`config.mk`:
```
export PLATFORM = sky130hd
export DESIGN_NAME = resonator_dds_cmix_round
export DESIGN_NICKNAME = d
export VERILOG_FILES = /design/src/rtl/resonator_dds_cmix_round.sv
export SDC_FILE = /design/constraint.sdc
export NUM_CORES = 1
export LEC_CHECK = 0
export ABC_AREA = 1
export BUFFER_PORTS_ARGS = -buffer_cell sky130_fd_sc_hd__buf_4
export CAP_MARGIN = 20
export CORE_MARGIN = 2
export CORE_UTILIZATION = 30
export DETAILED_ROUTE_END_ITERATION = 8
export PLACE_DENSITY_LB_ADDON = 0.3
export SLEW_MARGIN = 20
export SYNTH_ARGS = -nofsm -noshare
export SYNTH_HDL_FRONTEND = slang
export SYNTH_SLANG_ARGS = --single-unit
```
`constraint.sdc`:
```
create_clock -name clk -period 4.19 [get_ports clk]
set_input_delay 0.838 -clock clk [delete_from_list [all_inputs] [get_ports clk]]
set_output_delay 0.838 -clock clk [all_outputs]
set_load 0.02 [all_outputs]
```
`src/rtl/resonator_dds_cmix_round.sv`:
```
// Complex-multiply recombination for the resonator DDS: I = rr - ii, Q = ri + ir,
// then round-half-up, saturate and hand off on a valid/ready stream with a saturation counter.

module resonator_dds_cmix_round_lane #(
   parameter int P_W   = 32,
   parameter int OUT_W = 16,
   parameter int SHIFT = 15
) (
   input  logic [P_W:0]     s,
   output logic [OUT_W-1:0] y,
   output logic             sat
);
   localparam logic signed [P_W+1:0] MAXV = (P_W+2)'((64'sd1 <<< (OUT_W-1)) - 64'sd1);
   localparam logic signed [P_W+1:0] MINV = ~MAXV;
   localparam logic signed [P_W+1:0] RND  = (P_W+2)'(64'sd1 <<< (SHIFT-1));

   logic signed [P_W+1:0] r;

   always_comb begin
      r = ($signed({s[P_W], s}) + RND) >>> SHIFT;
      if (r > MAXV) begin
         y   = MAXV[OUT_W-1:0];
         sat = 1'b1;
      end else if (r < MINV) begin
         y   = MINV[OUT_W-1:0];
         sat = 1'b1;
      end else begin
         y   = r[OUT_W-1:0];
         sat = 1'b0;
      end
   end
endmodule

module resonator_dds_cmix_round #(
   parameter int P_W   = 32,
   parameter int OUT_W = 16,
   parameter int SHIFT = 15,
   parameter int CNT_W = 16
) (
   input  logic             clk,
   input  logic             reset,
   input  logic [P_W-1:0]   p_rr,
   input  logic [P_W-1:0]   p_ii,
   input  logic [P_W-1:0]   p_ri,
   input  logic [P_W-1:0]   p_ir,
   input  logic             in_valid,
   input  logic             in_last,
   output logic             in_ready,
   output logic [OUT_W-1:0] out_i,
   output logic [OUT_W-1:0] out_q,
   output logic             out_valid,
   output logic             out_last,
   input  logic             out_ready,
   output logic             sat_flag,
   output logic [CNT_W-1:0] sat_count,
   input  logic             sat_clear
);
   localparam int LANES = 2;  // lane 0 = I, lane 1 = Q

   logic                        adv;
   logic [LANES-1:0][P_W:0]     sum_d;
   logic [LANES-1:0][P_W:0]     s1_sum;
   logic [LANES-1:0][OUT_W-1:0] lane_y;
   logic [LANES-1:0]            lane_sat;
   logic [2:1]                  vld_pipe;
   logic [2:1]                  last_pipe;

   // Whole chain (including upstream multipliers via in_ready) moves only when S2 can drain.
   assign adv       = !vld_pipe[2] || out_ready;
   assign in_ready  = adv;
   assign out_valid = vld_pipe[2];
   assign out_last  = last_pipe[2];

   assign sum_d[0] = {p_rr[P_W-1], p_rr} - {p_ii[P_W-1], p_ii};
   assign sum_d[1] = {p_ri[P_W-1], p_ri} + {p_ir[P_W-1], p_ir};

   genvar g;
   generate
      for (g = 0; g < LANES; g++) begin : g_lane
         resonator_dds_cmix_round_lane #(
            .P_W  (P_W),
            .OUT_W(OUT_W),
            .SHIFT(SHIFT)
         ) u_lane (
            .s  (s1_sum[g]),
            .y  (lane_y[g]),
            .sat(lane_sat[g])
         );
      end
   endgenerate

   always_ff @(posedge clk or posedge reset) begin
      if (reset) begin
         s1_sum    <= '0;
         vld_pipe  <= '0;
         last_pipe <= '0;
         out_i     <= '0;
         out_q     <= '0;
         sat_flag  <= 1'b0;
      end else if (adv) begin
         s1_sum       <= sum_d;
         vld_pipe[1]  <= in_valid;
         last_pipe[1] <= in_valid & in_last;
         vld_pipe[2]  <= vld_pipe[1];
         last_pipe[2] <= last_pipe[1];
         out_i        <= lane_y[0];
         out_q        <= lane_y[1];
         sat_flag     <= |lane_sat;
      end
   end

   // Clear wins over a simultaneous saturated handshake; count sticks at all-ones.
   always_ff @(posedge clk or posedge reset) begin
      if (reset)
         sat_count <= '0;
      else if (sat_clear)
         sat_count <= '0;
      else if (vld_pipe[2] && out_ready && sat_flag && !(&sat_count))
         sat_count <= sat_count + 1'b1;
   end
endmodule

```
# == Word level (Yosys, flattened, before mapping) ==
# Index checks and enable logic that the tools add are counted.
# op_classes
addsub,5
n_bitwise,1
mux,10
order_cmp,4
n_reduce_logical,9
# ops
operator,n
$mux 16,6
$add 33x16->34 const B,2
$gt 19x16->1 const B,2
$lt 19x16->1 const B,2
$add 32x32->33,1
$sub 32x32->33,1
$add 16x1->16 const B,1
$reduce_and 16->1,1
$mux 1,4
$logic_and 1x1->1,3
$logic_not 1->1,2
$reduce_bool 2->1,1
$reduce_or 2->1,1
$and 1x1->1,1
$logic_or 1x1->1,1
# word_totals
in_bits,134
word_cells,37
output_inout_bits,52
reg_bits,119

# == Logic depth before layout (Yosys ltp) ==
# Gate-level depths: netlist of run 1.
# depth
ltp_word,5
ltp_mapped,15
ltp_nobuf,15

# == Modules after synthesis ==
# A second synthesis of run 1 with hierarchy kept.
# hier_totals
cells_unflattened,1854
hier_area_um2,11084.4
# by_module_without_submodules
module,area_per_inst_um2,instances,seq_area_each_um2,cells_each
resonator_dds_cmix_round,9683.0,1,2977.9,1598
resonator_dds_cmix_round_lane,700.7,2,0.0,128

# == Worst setup path before layout of run 1 ==
# Ideal clock, no wire load.
# synth_path
path_type,input to output
startpoint,input out_ready
endpoint,output in_ready
path_buffers,2
stages,4
t_arrival_ns,1.684
required_ns,3.352
path_slack_ns,1.668
path_cell_list,nor2_2 clkinv_1 clkbuf_1 clkbuf_1
# synth_via
elab_chain_len,1
# synth_lines
item,line,rtl
"start, declared",53,"input logic out_ready,"
$logic_or 1x1->1,69,assign adv = !vld_pipe[2] || out_ready;
"end, declared",48,"output logic in_ready,"
# No other way between the ends.

# == Worst setup path after layout of run 1 ==
# layout_path
startpoint,input p_ri[8]
endpoint,register s1_sum[63] (netlist bit)
# layout_via
elab_chain_len,1
# layout_lines
item,line,rtl
"start, declared",44,"input logic [P_W-1:0] p_ri,"
$add 32x32->33,75,"assign sum_d[1] = {p_ri[P_W-1], p_ri} + {p_ir[P_W-1], p_ir};"
"end signal, assigned",101,s1_sum <= sum_d;
"end, declared",62,logic [LANES-1:0][P_W:0] s1_sum;
# No other way between the ends.
# A chain may end at the register's enable or synchronous reset.

==> flow_metrics.py, run 1 <==
metrics = {
    "grt": {
        "grt_start_max_net_pins": 87,
        "grt_pass1_vias": 8850,
        "grt_pass1_wl_um": 43570,
        "gr-total-overflow": 0,
        "antenna_found_initial": 0,
        "grtUsageTotal": 0.1748,
    },
    "synth": {
        "yosysUniqueCellTypes": 38,
        "ys_warn_count": 0,
        "synthCells": 1360,
        "ys_seq_area_frac": 0.2646,
        "ys_ff_latch": 91,
        "syn_area_um2": 8606,
        "synth_nets": 1559,
        "syn_area_per_cell_um2": 6.328,
    },
    "routing": {
        "drtPass1Iterations": 5,
        "first_iter_violations": 523,
        "vias": 9225,
        "post_drt_wl_per_cell_um": 13.81,
        "finalWirelength_um": 26630,
        "drc": 0,
        "drt.antenna.violating_nets": 0,
        "viasPerCell": 4.785,
    },
    "setup_path": {
        "critPathArrivalTime_ns": 2.76,
        "r2r_start": "s1_sum[48]",
        "r2r_cells": 12,
        "critical_path_required_ns": 4.42,
        "path_max_fanout": 4,
        "r2r_setup_slack_ns": 2.14,
        "start_kind": "input port",
        "r2r-end": "out_q[13]",
        "crit_type": "in2reg",
        "cp-startpoint": "p_ri[8]",
        "endpoint_kind": "flop",
    },
    "placement": {
        "preCtsSetupSlack_ns": 1.299,
        "postPlaceCellArea_um2": 10420,
        "io_buffers": 185,
        "dp_hpwl_um": 22140,
        "gp_congestion": 0.9188,
    },
    "layout": {
        "layout_common_cells": "nand2_1 (407), buf_4 (187), nor2_1 (170)",
        "drive_gt1_frac": 0.1613,
        "fill_cells": 3093,
        "final_nets": 1739,
        "antenna_cells": 0,
        "final_common_cell": "nand2_1",
        "syn2layout_area_growth_pct": 24.43,
        "design_area_um2": 10710,
    },
    "die": {
        "fp.dieW_um": 173.4,
        "die-height_um": 173.4,
        "dieArea_um2": 30060,
        "coreArea_um2": 28470,
        "initial_utilization": 0.3023,
        "row_count": 62,
        "io_pins": 186,
    },
    "min_path": {
        "min_from": "vld_pipe[1]",
        "hp-class": "reg2reg",
        "holdPathStages": 2,
        "min_to": "vld_pipe[2]",
    },
    "clock_network": {
        "postCtsHoldBufs": 0,
        "ctsResizeCount": 0,
        "clk_pin_slew_ns": 0.06,
        "cts.htree.levels": 3,
        "worstSkewPairLatency_ns": 0.35,
        "cts_tree": "done",
        "clock-sinks": 91,
        "clockBufferDepth": 2,
        "cts_setup_buffers": 0,
        "root_buffer": "clkbuf_16",
        "numCtsBuffers": 9,
    },
    "sta": {
        "tns_ns": 0,
        "hold_viol": 0,
        "fin_crit_sh": 0.6049,
        "postLayoutSetupSlackWorst_ns": 1.655,
        "grt_setup_unrepaired": "false",
        "fmaxAchievable_mhz": 394.5,
        "slew_violations": 0,
        "setup_viol": 0,
        "slew_headroom": 0.3518,
        "fin_crit_ns": 2.535,
        "worst_pin_slew_ns": 0.9722,
        "fin_skew_ns": 0.01198,
    },
    "power_and_ir_drop": {
        "p_leak_nw": 5.290,
        "cellPowerDensity_nw_per_um2": 346.9,
        "peakVddDrop_mv": 0.1644,
    },
    "outcome": {
        "status": "complete, no violations",
    },
    "run": {
        "maxCapViolations": 0,
    },
}
critical path, cell delays in order:
cell	delay, ns
buf_4	0.11
ha_1	0.35
nand2_1	0.13
nor2_1	0.25
nand2_1	0.08
o21ai_0	0.52
nand2_1	0.18
nand2_1	0.11
nand2_1	0.05
nand3_1	0.08
nand2_1	0.07
cells by family (layout without fill, tap and decap cells):
logic type,count (synthesis),after routing,share of synthesized area
AND/OR/NAND/NOR,753,753,0.3700
adder cells (fa/ha/maj),65,65,0.09450
AO/OA/AOI/OAI,230,230,0.1509
buffers and inverters,188,372,0.08549
XOR/XNOR,33,33,0.03446
flip-flops,91,91,0.2646
cell type report:
class	count	area, um^2	share of cell area
Timing Repair Buffer	188	1424	0.1330
Inverter	169	635.6	0.05936
Tap cell	384	480.5	0.04487
Clock inverter	6	67.56	0.006310
Clock buffer	9	225.2	0.02103
Multi-Input combinational cell	1081	5598	0.5228
Sequential cell	91	2277	0.2127
sequential cells by signal, indices dropped and copies added (netlist names):
register / flops
last_pipe: 2
out_i: 16
out_q: 16
s1_sum: 38
sat_count: 16
sat_flag: 1
vld_pipe: 2
power by group:
part           internal, W  switching (W)
Combinational     0.000631        0.00101
Sequential         0.00109       0.000184
Clock             0.000460       0.000348
Total              0.00218        0.00154
cell usage after synthesis (all sizes together):
cell	count	area (um^2)
inv	168	630.6
a21boi	2	15.01
clkbuf	14	52.55
xor2	21	191.4
nand2b	1	6.260
a21oi	110	588.1
nand3b	6	45.04
o211ai	2	15.01
a31oi	17	125.1
ha	65	813.3
or2	4	25.02
xnor2	12	105.1
clkinv	1	3.750
nor2	182	748.2
o21bai	10	75.07
nand2	417	1600
o21ai	75	375.4
dfrtp	91	2277
o21a	7	52.55
nand4	20	125.1
buf	5	48.79
nand3	94	480.5
a21o	7	52.55
nor4	7	43.79
nor3	22	110.1
metrics by stage:
step | utilization | power (W) | std cells | hold WS (ns)
after detailed placement | 0.3658 | 0.002931 | 1913 | 0.4381
after global placement | 0.3658 | 0.002917 | 1913 | 0.4360
after global routing | 0.3761 | 0.003990 | 1928 | 0.4868
after floorplan | - | 0.002315 | 1360 | 0.4227
final | 0.3761 | 0.003714 | 1928 | 0.4589
after CTS | 0.3761 | 0.003753 | 1928 | 0.4540
per-layer routing:
layer  part of all wire  vias to the layer above  global-route usage
li1                   -                     4775                   -
met1               0.52                     4203              0.2590
met2               0.42                      231              0.2730
met3              0.045                       16             0.02105
met4              0.010                        0             0.03460
met5                  0                        -                   0
worst max-delay path by stage:
stage / end / cells past startpoint
finish: s1_sum[63] / 11
global route: s1_sum[63] / 11
CTS: s1_sum[63] / 11
detailed placement: s1_sum[63] / 11
global placement: s1_sum[63] / 11
floorplan: last_pipe[1] / 1
No activity file was read; power rests on OpenSTA's default activity.
==> inputs of run 2 (changes only) <==
Clock period 4.19 ns to 2.2 ns, I/O delays scaled along.
==> flow_metrics.py, run 2 (synthesized netlist as in run 1, its figures left out) <==
metrics = {
    "routing": {
        "drt.antenna.violating_nets": 0,
        "wl_met3_um": 1307,
        "post_drt_wl_per_cell_um": 13.45,
        "finalWirelength_um": 26560,
        "route.met2.wl_um": 11350,
        "drtPass1Iterations": 5,
        "routed.top_layer": "met4",
        "first_iter_violations": 573,
        "vias": 9415,
        "wl_met1_um": 13650,
        "drc": 0,
        "viasPerCell": 4.767,
    },
    "clock_network": {
        "worstSkewPairLatency_ns": 0.35,
        "root_buffer": "clkbuf_16",
        "clk_pin_slew_ns": 0.07,
        "cts.htree.levels": 3,
        "numCtsBuffers": 9,
        "postCtsHoldBufs": 0,
        "clock-sinks": 91,
        "cts_tree": "done",
        "clockBufferDepth": 2,
    },
    "grt": {
        "antenna_found_initial": 0,
        "grt_pass1_vias": 8787,
        "grtUsageTotal": 0.1754,
        "grt_start_max_net_pins": 92,
        "grt_pass1_wl_um": 43600,
        "gr-total-overflow": 0,
    },
    "layout": {
        "utilization": 0.3899,
        "drive_gt1_frac": 0.1860,
        "syn2layout_area_growth_pct": 28.99,
        "final_nets": 1785,
        "design_area_um2": 11100,
        "largest_reg_flops": 38,
        "antenna_cells": 0,
        "regMostFlops": "s1_sum",
        "layout_common_cells": "nand2_1 (407), buf_4 (232), nor2_1 (170)",
        "fill_cells": 3156,
        "final_common_cell": "nand2_1",
    },
    "setup_path": {
        "crit_path_top_delay_cell": "dfrtp_1",
        "start_kind": "flop",
        "r2r_setup_slack_ns": 0.36,
        "crit_chain": "inv_1 -> nor2_4 -> inv_2 -> buf_4",
        "critPathMaxStageDelay_ns": 0.40,
        "path_max_fanout": 22,
        "r2r-end": "out_q[14]",
        "endpoint_kind": "output pin",
        "crit_type": "reg2out",
        "critical_path_required_ns": 1.76,
        "critPathArrivalTime_ns": 1.52,
        "r2r_cells": 13,
        "r2r_start": "s1_sum[47]",
    },
    "placement": {
        "dp_hpwl_um": 22310,
        "io_buffers": 185,
        "postPlaceCellArea_um2": 10780,
        "gp_congestion": 0.9126,
    },
    "run": {
        "maxCapViolations": 0,
    },
    "sta": {
        "grt_setup_unrepaired": "false",
        "fin_crit_ns": 1.962,
        "fin_crit_sh": 0.8920,
        "fin_skew_ns": 0.01330,
        "slew_violations": 0,
        "slew_headroom": 0.6447,
        "worst_pin_slew_ns": 0.5322,
        "setup_viol": 0,
        "fmaxAchievable_mhz": 509.6,
        "hold_viol": 0,
    },
    "die": {
        "io_pins": 186,
        "row_count": 62,
        "coreArea_um2": 28470,
        "die-height_um": 173.4,
        "fp.dieW_um": 173.4,
        "initial_utilization": 0.3023,
        "dieArea_um2": 30060,
    },
    "min_path": {
        "hp-class": "in2async",
    },
    "power_and_ir_drop": {
        "peakVddDrop_mv": 0.3384,
        "p_comb_frac": 0.441,
        "p_int_w": 0.004381,
        "switching_share": 0.4064,
        "seqPwrFrac": 0.328,
        "p_leak_nw": 5.521,
        "pwr-share-clk": 0.231,
        "switching_power_w": 0.002999,
        "cellPowerDensity_nw_per_um2": 664.8,
    },
    "outcome": {
        "status": "complete, no violations",
    },
}
run 2: power by group through the flow:
stage               Sequential [W]  Combinational, W  Clock, W
global route               0.00248           0.00363   0.00179
floorplan                  0.00265           0.00176         0
finish                     0.00242           0.00325   0.00170
global placement           0.00244           0.00324         0
detailed placement         0.00246           0.00326         0
CTS                        0.00243           0.00327   0.00174
run 2: stage by stage:
| stage | setup TNS, ns | total power, W | setup slack [ns] | hold WS [ns] | std cells |
|---|---|---|---|---|---|
| after global placement | -0.2947 | 0.005676 | -0.09165 | 0.4326 | 1959 |
| after floorplan | 0 | 0.004410 | 0.3582 | 0.4227 | 1360 |
| after global routing | 0 | 0.007906 | 0.05400 | 0.2512 | 1975 |
| after CTS | 0 | 0.007433 | 0.2264 | 0.2548 | 1975 |
| final | 0 | 0.007380 | 0.2376 | 0.2059 | 1975 |
| after detailed placement | -0.4305 | 0.005715 | -0.1158 | 0.4535 | 1959 |
run 2: critical path, delay by kind of cell (launching register included):
kind	cells	cell delay (ns)
flip-flops	1	0.40
AND/OR/NAND/NOR	1	0.04
buffers and inverters	3	0.72
run 2: how the worst max path moves through the flow:
stage | startpoint | to | cells after the start
floorplan | p_ri[22] | s1_sum[64] | 8
global placement | p_ri[20] | s1_sum[58] | 12
detailed placement | p_ri[1] | s1_sum[63] | 11
CTS | vld_pipe[2] | in_ready | 4
global route | p_ri[22] | s1_sum[60] | 9
finish | vld_pipe[2] | in_ready | 4
run 2: routing by layer:
layer  up-vias  global-route usage
li1       4892                   -
met3        13             0.01820
met1      4256              0.2637
met4         0             0.03849
met2       254              0.2698
met5         -                   0
run 2: area by class of cell:
cell class | count | area (um^2) | share of cell area
Tap cell | 384 | 480.5 | 0.04328
Inverter | 169 | 638.1 | 0.05748
Multi-Input combinational cell | 1081 | 5598 | 0.5043
Sequential cell | 91 | 2277 | 0.2051
Clock buffer | 9 | 225.2 | 0.02029
Clock inverter | 7 | 100.1 | 0.009017
Timing Repair Buffer | 234 | 1782 | 0.1605
run 2: what timing repair did:
item                       in CTS  in global routing
setup endpoints to repair       0                  1
gates resized for setup         0                  1
buffers inserted                0                  0
